### src/rtl/uart_tx_byte.sv
// 8N1 UART transmitter: takes one byte per valid/ready handshake and serialises it
// as start bit, eight data bits LSB first, stop bit, each bit CLK_DIV sclk cycles long.
module uart_tx_byte #(
  parameter int unsigned CLK_DIV = 434,
  parameter int unsigned DATA_W  = 8
) (
  input  logic              sclk,
  input  logic              rst_n,
  input  logic [DATA_W-1:0] tx_data,
  input  logic              tx_valid,
  output logic              tx_ready,
  output logic              tx,
  output logic              busy
);

  localparam int unsigned CNT_W = (CLK_DIV > 1) ? $clog2(CLK_DIV) : 1;
  localparam int unsigned IDX_W = (DATA_W > 1) ? $clog2(DATA_W) : 1;
  localparam logic [CNT_W-1:0] CNT_LAST = CNT_W'(CLK_DIV - 1);
  localparam logic [IDX_W-1:0] IDX_LAST = IDX_W'(DATA_W - 1);

  typedef enum logic [1:0] {
    S_IDLE,
    S_START,
    S_DATA,
    S_STOP
  } state_t;

  state_t            state_q, state_d;
  logic [CNT_W-1:0]  cnt_q, cnt_d;
  logic [IDX_W-1:0]  idx_q, idx_d;
  logic [DATA_W-1:0] shreg_q, shreg_d;
  logic              tx_q, tx_d;
  logic              busy_q, busy_d;
  logic              bit_end;

  // State and datapath registers; reset aborts any frame and parks the line high
  always_ff @(posedge sclk or negedge rst_n) begin
    if (!rst_n) begin
      state_q <= S_IDLE;
      cnt_q   <= '0;
      idx_q   <= '0;
      shreg_q <= '0;
      tx_q    <= 1'b1;
      busy_q  <= 1'b0;
    end else begin
      state_q <= state_d;
      cnt_q   <= cnt_d;
      idx_q   <= idx_d;
      shreg_q <= shreg_d;
      tx_q    <= tx_d;
      busy_q  <= busy_d;
    end
  end

  assign bit_end = (cnt_q == CNT_LAST);

  // Next-state and next-output logic; counter restarts at every bit boundary
  always_comb begin
    state_d = state_q;
    cnt_d   = cnt_q;
    idx_d   = idx_q;
    shreg_d = shreg_q;
    tx_d    = tx_q;
    busy_d  = busy_q;

    case (state_q)
      S_IDLE: begin
        cnt_d = '0;
        tx_d  = 1'b1;
        if (tx_valid) begin
          state_d = S_START;
          shreg_d = tx_data;
          idx_d   = '0;
          tx_d    = 1'b0;
          busy_d  = 1'b1;
        end
      end
      S_START: begin
        if (bit_end) begin
          cnt_d   = '0;
          state_d = S_DATA;
          idx_d   = '0;
          tx_d    = shreg_q[0];
          shreg_d = shreg_q >> 1;
        end else begin
          cnt_d = cnt_q + CNT_W'(1);
        end
      end
      S_DATA: begin
        if (bit_end) begin
          cnt_d = '0;
          if (idx_q == IDX_LAST) begin
            state_d = S_STOP;
            tx_d    = 1'b1;
          end else begin
            idx_d   = idx_q + IDX_W'(1);
            tx_d    = shreg_q[0];
            shreg_d = shreg_q >> 1;
          end
        end else begin
          cnt_d = cnt_q + CNT_W'(1);
        end
      end
      S_STOP: begin
        if (bit_end) begin
          cnt_d   = '0;
          state_d = S_IDLE;
          busy_d  = 1'b0;
          tx_d    = 1'b1;
        end else begin
          cnt_d = cnt_q + CNT_W'(1);
        end
      end
      default: begin
        state_d = S_IDLE;
        cnt_d   = '0;
        tx_d    = 1'b1;
        busy_d  = 1'b0;
      end
    endcase
  end

  assign tx_ready = (state_q == S_IDLE);
  assign tx       = tx_q;
  assign busy     = busy_q;

endmodule
### config.mk
export PLATFORM = sky130hd
export DESIGN_NAME = uart_tx_byte
export DESIGN_NICKNAME = d
export VERILOG_FILES = /design/src/rtl/uart_tx_byte.sv
export SDC_FILE = /design/constraint.sdc
export NUM_CORES = 1
export LEC_CHECK = 0
export ABC_AREA = 1
export ABC_CLOCK_PERIOD_IN_PS = 1560
export CAP_MARGIN = 20
export CORE_MARGIN = 8
export CORE_UTILIZATION = 38
export DETAILED_ROUTE_END_ITERATION = 6
export GPL_TIMING_DRIVEN = 1
export SYNTH_ARGS = -nofsm -noshare
export SYNTH_HDL_FRONTEND = slang
export SYNTH_SLANG_ARGS = --single-unit
export TNS_END_PERCENT = 5
### constraint.sdc
create_clock -name sclk -period 1.56 [get_ports sclk]
set_input_delay 0.312 -clock sclk [delete_from_list [all_inputs] [get_ports sclk]]
set_output_delay 0.312 -clock sclk [all_outputs]
set_load 0.03 [all_outputs]
### Yosys cells after proc, flatten, opt, wreduce, memory -nomap -nowiden

Index checks and enable logic that the tools add are counted.

* flip-flop bits (word level): 24
* output and inout bits: 3

* $add $sub $neg: 2
* equal/unequal tests: 11
* multiplexer cells: 27
* reduce and logical (&&, ||, !) cells: 8

Operators with widths (number)
* $mux 8: 4
* $pmux 8 s3: 1
* $pmux 9 s2: 1
* $mux 3: 4
* $ne 2x2->1 const B: 6
* $mux 2: 5
* $reduce_and 5->1: 2
* $add 9x1->9 const B: 1
* $eq 9x9->1 const B: 1
* $mux 9: 1
* $pmux 3 s3: 1
* $pmux 2 s4: 1
* $mux 1: 7
* $reduce_and 3->1: 2
* $eq 2x2->1 const B: 2
* $pmux 1 s4: 1
* $add 3x1->3 const B: 1
* $eq 3x3->1 const B: 1
* $reduce_bool 3->1: 1
* $reduce_or 3->1: 1
* $eq 2x1->1 const B: 1
* $logic_not 2->1: 1
* $pmux 1 s2: 1
* $reduce_bool 2->1: 1

### Longest topological paths before layout

* word-level depth: 4
* mapped depth: 10
* mapped depth without buffers: 9

### Worst setup path before layout

OpenSTA, ideal clock, no wires.

* path kind: flip-flop to flip-flop
* start: register state_q[0]
* end: register idx_q[0]
* setup time: 0.116 ns
* data arrival time: 1.595 ns
* setup slack: -0.151 ns
* stages on the path, launching flop included: 9
* cell sequence: dfrtp_1 > inv_1 > ha_1 > o21ai_0 > a21oi_4 > nand2_2 > buf_6 > nand2_1 > nand2_1

* longest elaborated chain between the ends: 3
* elaborated cells on any way between the ends: 10
* those cells by class: 6 x eq/ne; 1 x mux; 3 x reduce/logical

RTL lines
* from (decl): line 28 `state_t state_q, state_d;`
* from (signal assigned): line 46 `state_q <= state_d;`
* $logic_not 2->1 (*)
* via tx_ready: line 11 `output logic tx_ready,`
* $ne 2x2->1 (no line) / $reduce_bool 3->1 (equally long branches)
* $reduce_and 5->1 (no line)
* to (signal assigned): line 48 `idx_q <= idx_d;`
* to (decl): line 30 `logic [IDX_W-1:0] idx_q, idx_d;`

Mark *: on every way through the listed nets, which the timed path passes. The rest lies on a longest branch.
A chain may end at the register's enable or synchronous reset.

### Worst setup path in the final report

* start: register idx_q[1]
* end: register shreg_q[5]

* longest elaborated chain between the ends: 3

RTL lines
* $eq 3x3->1: line 92 `if (idx_q == IDX_LAST) begin`
* $ne 2x2->1 (no line)
* $reduce_and 5->1 (no line)
* to (signal assigned): line 49 `shreg_q <= shreg_d;`
* to (decl): line 31 `logic [DATA_W-1:0] shreg_q, shreg_d;`

No other way between the ends.

==> impl_results.md <==
- CORE AREA: 0.00339 mm2
- Die Wd: 75.9 um
- Clock Path Buffers: 2
- Total Nets Final: approximately 210
- First-pass DRT Iterations: 4
- Internal power: just over 0.002 W
- Vias in the first global route: 1160
- Post-DR wirelength/cell: 12.1 um
- CP bufs+invs: 1
- Initial Utilization: 40.2%
- Dominant cell type by area after synthesis: dfrtp_1
- Sw frac: 42.7%
- Initial antenna violation count: 0
- Synth area leaders: dfrtp_1 42%, nand2_1 13%, ha_1 8.3%
- Max Cap Viol: 0
- Startpoint type of the worst setup path: flip-flop
- Relative slew slack: roughly four fifths
- Clock skew: between 0.003 and 0.004 ns
- Top cell type's share of synthesized area: 42.3%
- Worst path required time: 1.82 ns
- Grt ovf: 0
- CP endpoint kind: flip-flop
- Most frequent cells after synthesis: 47 x nand2_1, 23 x dfrtp_1, 17 x nand3_1, 17 x nor2_1, 16 x inv_1
- Clock power frac: 9.5%
- Mapped Area: 0.00136 mm2
- Unrepaired setup endpoints after global routing: yes
- WP data arrival: 1.93 ns
- Min-Delay Path Class: input pin to asynchronous set/reset pin
- Min cycle time layout: 1.67 ns
- Row cnt: 21
- Number of synthesized register bits: 24
- Die Footprint: 0.00575 mm2
- Max Freq: between 500 and 600 MHz
- Total power per unit cell area: 2020 mW/mm2
- Slowest stage cell, crit path: dfrtp_1
- Fin worst setup slack: -0.110 ns
- Final setup fails: 12
- Mapped Nets: 184
- Synth Flop Type: dfrtp_1
- Yosys cell types: 24
- Die height: 75.9 um
- Vias per inst: ~4.8
- Asr flop ratio synth: between 90% and 100%
- PortBufs: 13
- Post-route ant nets: 0
- Seq/Total Area, Yosys: 44.2%
- First-pass GRT wire length: 4750 um
- Net Switching: roughly 0.0015 W
- CTS root buf: clkbuf_4
- Iteration-0 DRC Markers: 25
- Top cell family by delay on the critical path: flip-flops
- CTS Buf Count: 3
- GRT Resource Usage Total: about a tenth
- CTS sink cnt: 24
- Clock latency on the worst-skew pair: 0.31 ns
- Peak supply drop: 0.835 mV
- P_leak: 0.849 nW
- Remaining DRCs: 0
- Setup_tns: -0.959 ns
- Clk slew on worst S/H paths: 0.14 ns
- N_diodes: 0
- Crit share post-route: 107%
- Status: finished with violations
- WS Path Type: flip-flop to flip-flop
- Post-synth EDFFs: 0
- Synth Warn #: 0
- Register share of total power: between 20% and 30%
- CP cell instances: ha_2 -> ha_4 -> or2_4 -> a21oi_4 -> buf_6 -> nand3_1 -> nand2_1
- Mean Syn Cell Area: approximately 8.3 um2
- Layout area overhead: 27.8%
- Worst Max-Slew Pin Slew: between 0.3 and 0.4 ns
- Largest net degree at the start of global routing: 25
- Post-synthesis cell count: 164
- CTS tree: done
- Post-Route WL: ~2900 um
- Cell with the most instances after synthesis: nand2_1
- Pre-CTS setup slack: -0.0625 ns
- R2r setup slk: -0.11 ns
- # IOs: 14
- DPL Wire Length: 2040 um
- CP max stage delay: 0.43 ns
- Layout cells sized above 1: between 20% and 30%
- Comb power frac: 62.6%
- GPL Wtd Cong: ~0.79
- Slew Viols, Final: 0
- CTS H-tree depth: 1
- Failing checks: setup timing
- CP Max Fanout: 5
- Hold Fails Final Rpt: 0
- Routed vias: 1145
-- final cells by class --
class	instances	area (um2)
fill	323	1650
timing repair buffer	27	254
clock buffer	4	36.3
tap	46	57.6
multi-input combinational	120	726
inverter	17	63.8
sequential	24	603
-- timing repair --
| item | CTS | global route |
|---|---|---|
| gates cloned | 0 | 2 |
| setup buffers | 0 | 3 |
| endpoints found under the setup margin | 16 | 18 |
| gates resized for setup | 5 | 20 |
| pin swaps | 0 | 10 |
| hold buffers | 0 | 0 |
-- logic make-up (layout without fill, tap and decap cells) --
group / Yosys count / count (layout) / share of synthesized area (%)
and+or+nand+nor: 93 / 94 / 29.5
xor gates and xnor gates: 1 / 1 / 0.643
muxes: 7 / 7 / 5.79
DFF: 24 / 24 / 44.2
adders and majority gates: 9 / 9 / 8.27
buffers and inverters: 21 / 48 / 7.17
AOI/OAI and AO/OA: 9 / 9 / 4.41
-- sequential cells by signal, summed over array words and instances (netlist names) --
name / cells
cnt_q: 9
shreg_q: 8
idx_q: 3
state_q: 2
busy: 1
tx: 1
-- worst paths after layout --
path                       depth (start not counted)         end  startpoint
setup / recovery                                   7  shreg_q[5]    idx_q[1]
hold / removal                                     2    cnt_q[4]       rst_n
setup reg to reg                                   7  shreg_q[5]    idx_q[1]
hold reg to reg                                    2          tx          tx
max in group asynchronous                          2          tx       rst_n
min in group sclk                                  2          tx          tx
-- layer usage --
metal	GRT usage, %	vias up	part of all wire, %
met5	0	-	0
met1	11.8	544	45
met2	19.3	14	51
met3	2.37	4	2.5
met4	3.62	0	1.1
li1	-	583	-
-- cells in the final DEF, fill, tap and decap left out, types with 4 or more instances in the layout --
| cell type | netlist | routed |
|---|---|---|
| a21oi_1 | 4 | 4 |
| buf_4 | 1 | 10 |
| buf_6 | 2 | 4 |
| clkdlybuf4s50_1 | 0 | 10 |
| dfrtp_1 | 23 | 22 |
| ha_1 | 9 | 5 |
| inv_1 | 16 | 14 |
| mux2_2 | 7 | 7 |
| nand2_1 | 47 | 43 |
| nand2_2 | 2 | 6 |
| nand3_1 | 17 | 17 |
| nor2_1 | 17 | 16 |
| nor3_1 | 4 | 4 |
-- stage by stage --
stage                     power (W)  instances  hold slack (ns)  utilization, %  area, um2
final                       0.00352        238            0.340            51.3       1740
after global routing        0.00384        238            0.343            51.3       1740
after CTS                   0.00324        233            0.345            48.5       1650
after detailed placement    0.00290        229            0.458            47.3       1600
after global placement      0.00285        229            0.450            47.3       1600
after floorplan             0.00235        164           0.0164               -       1370
-- power by group through the flow --
stage / logic (W) / registers (W) / clock network (W)
3_3_place_gp: 0.00188 / 0.000973 / 0
4_1_cts: 0.00193 / 0.000968 / 0.000347
5_1_grt: 0.00245 / 0.00101 / 0.000374
2_1_floorplan: 0.00134 / 0.00101 / 0
3_5_place_dp: 0.00192 / 0.000979 / 0
6_report: 0.00220 / 0.000983 / 0.000336
No activity file was read; power rests on OpenSTA's default activity.
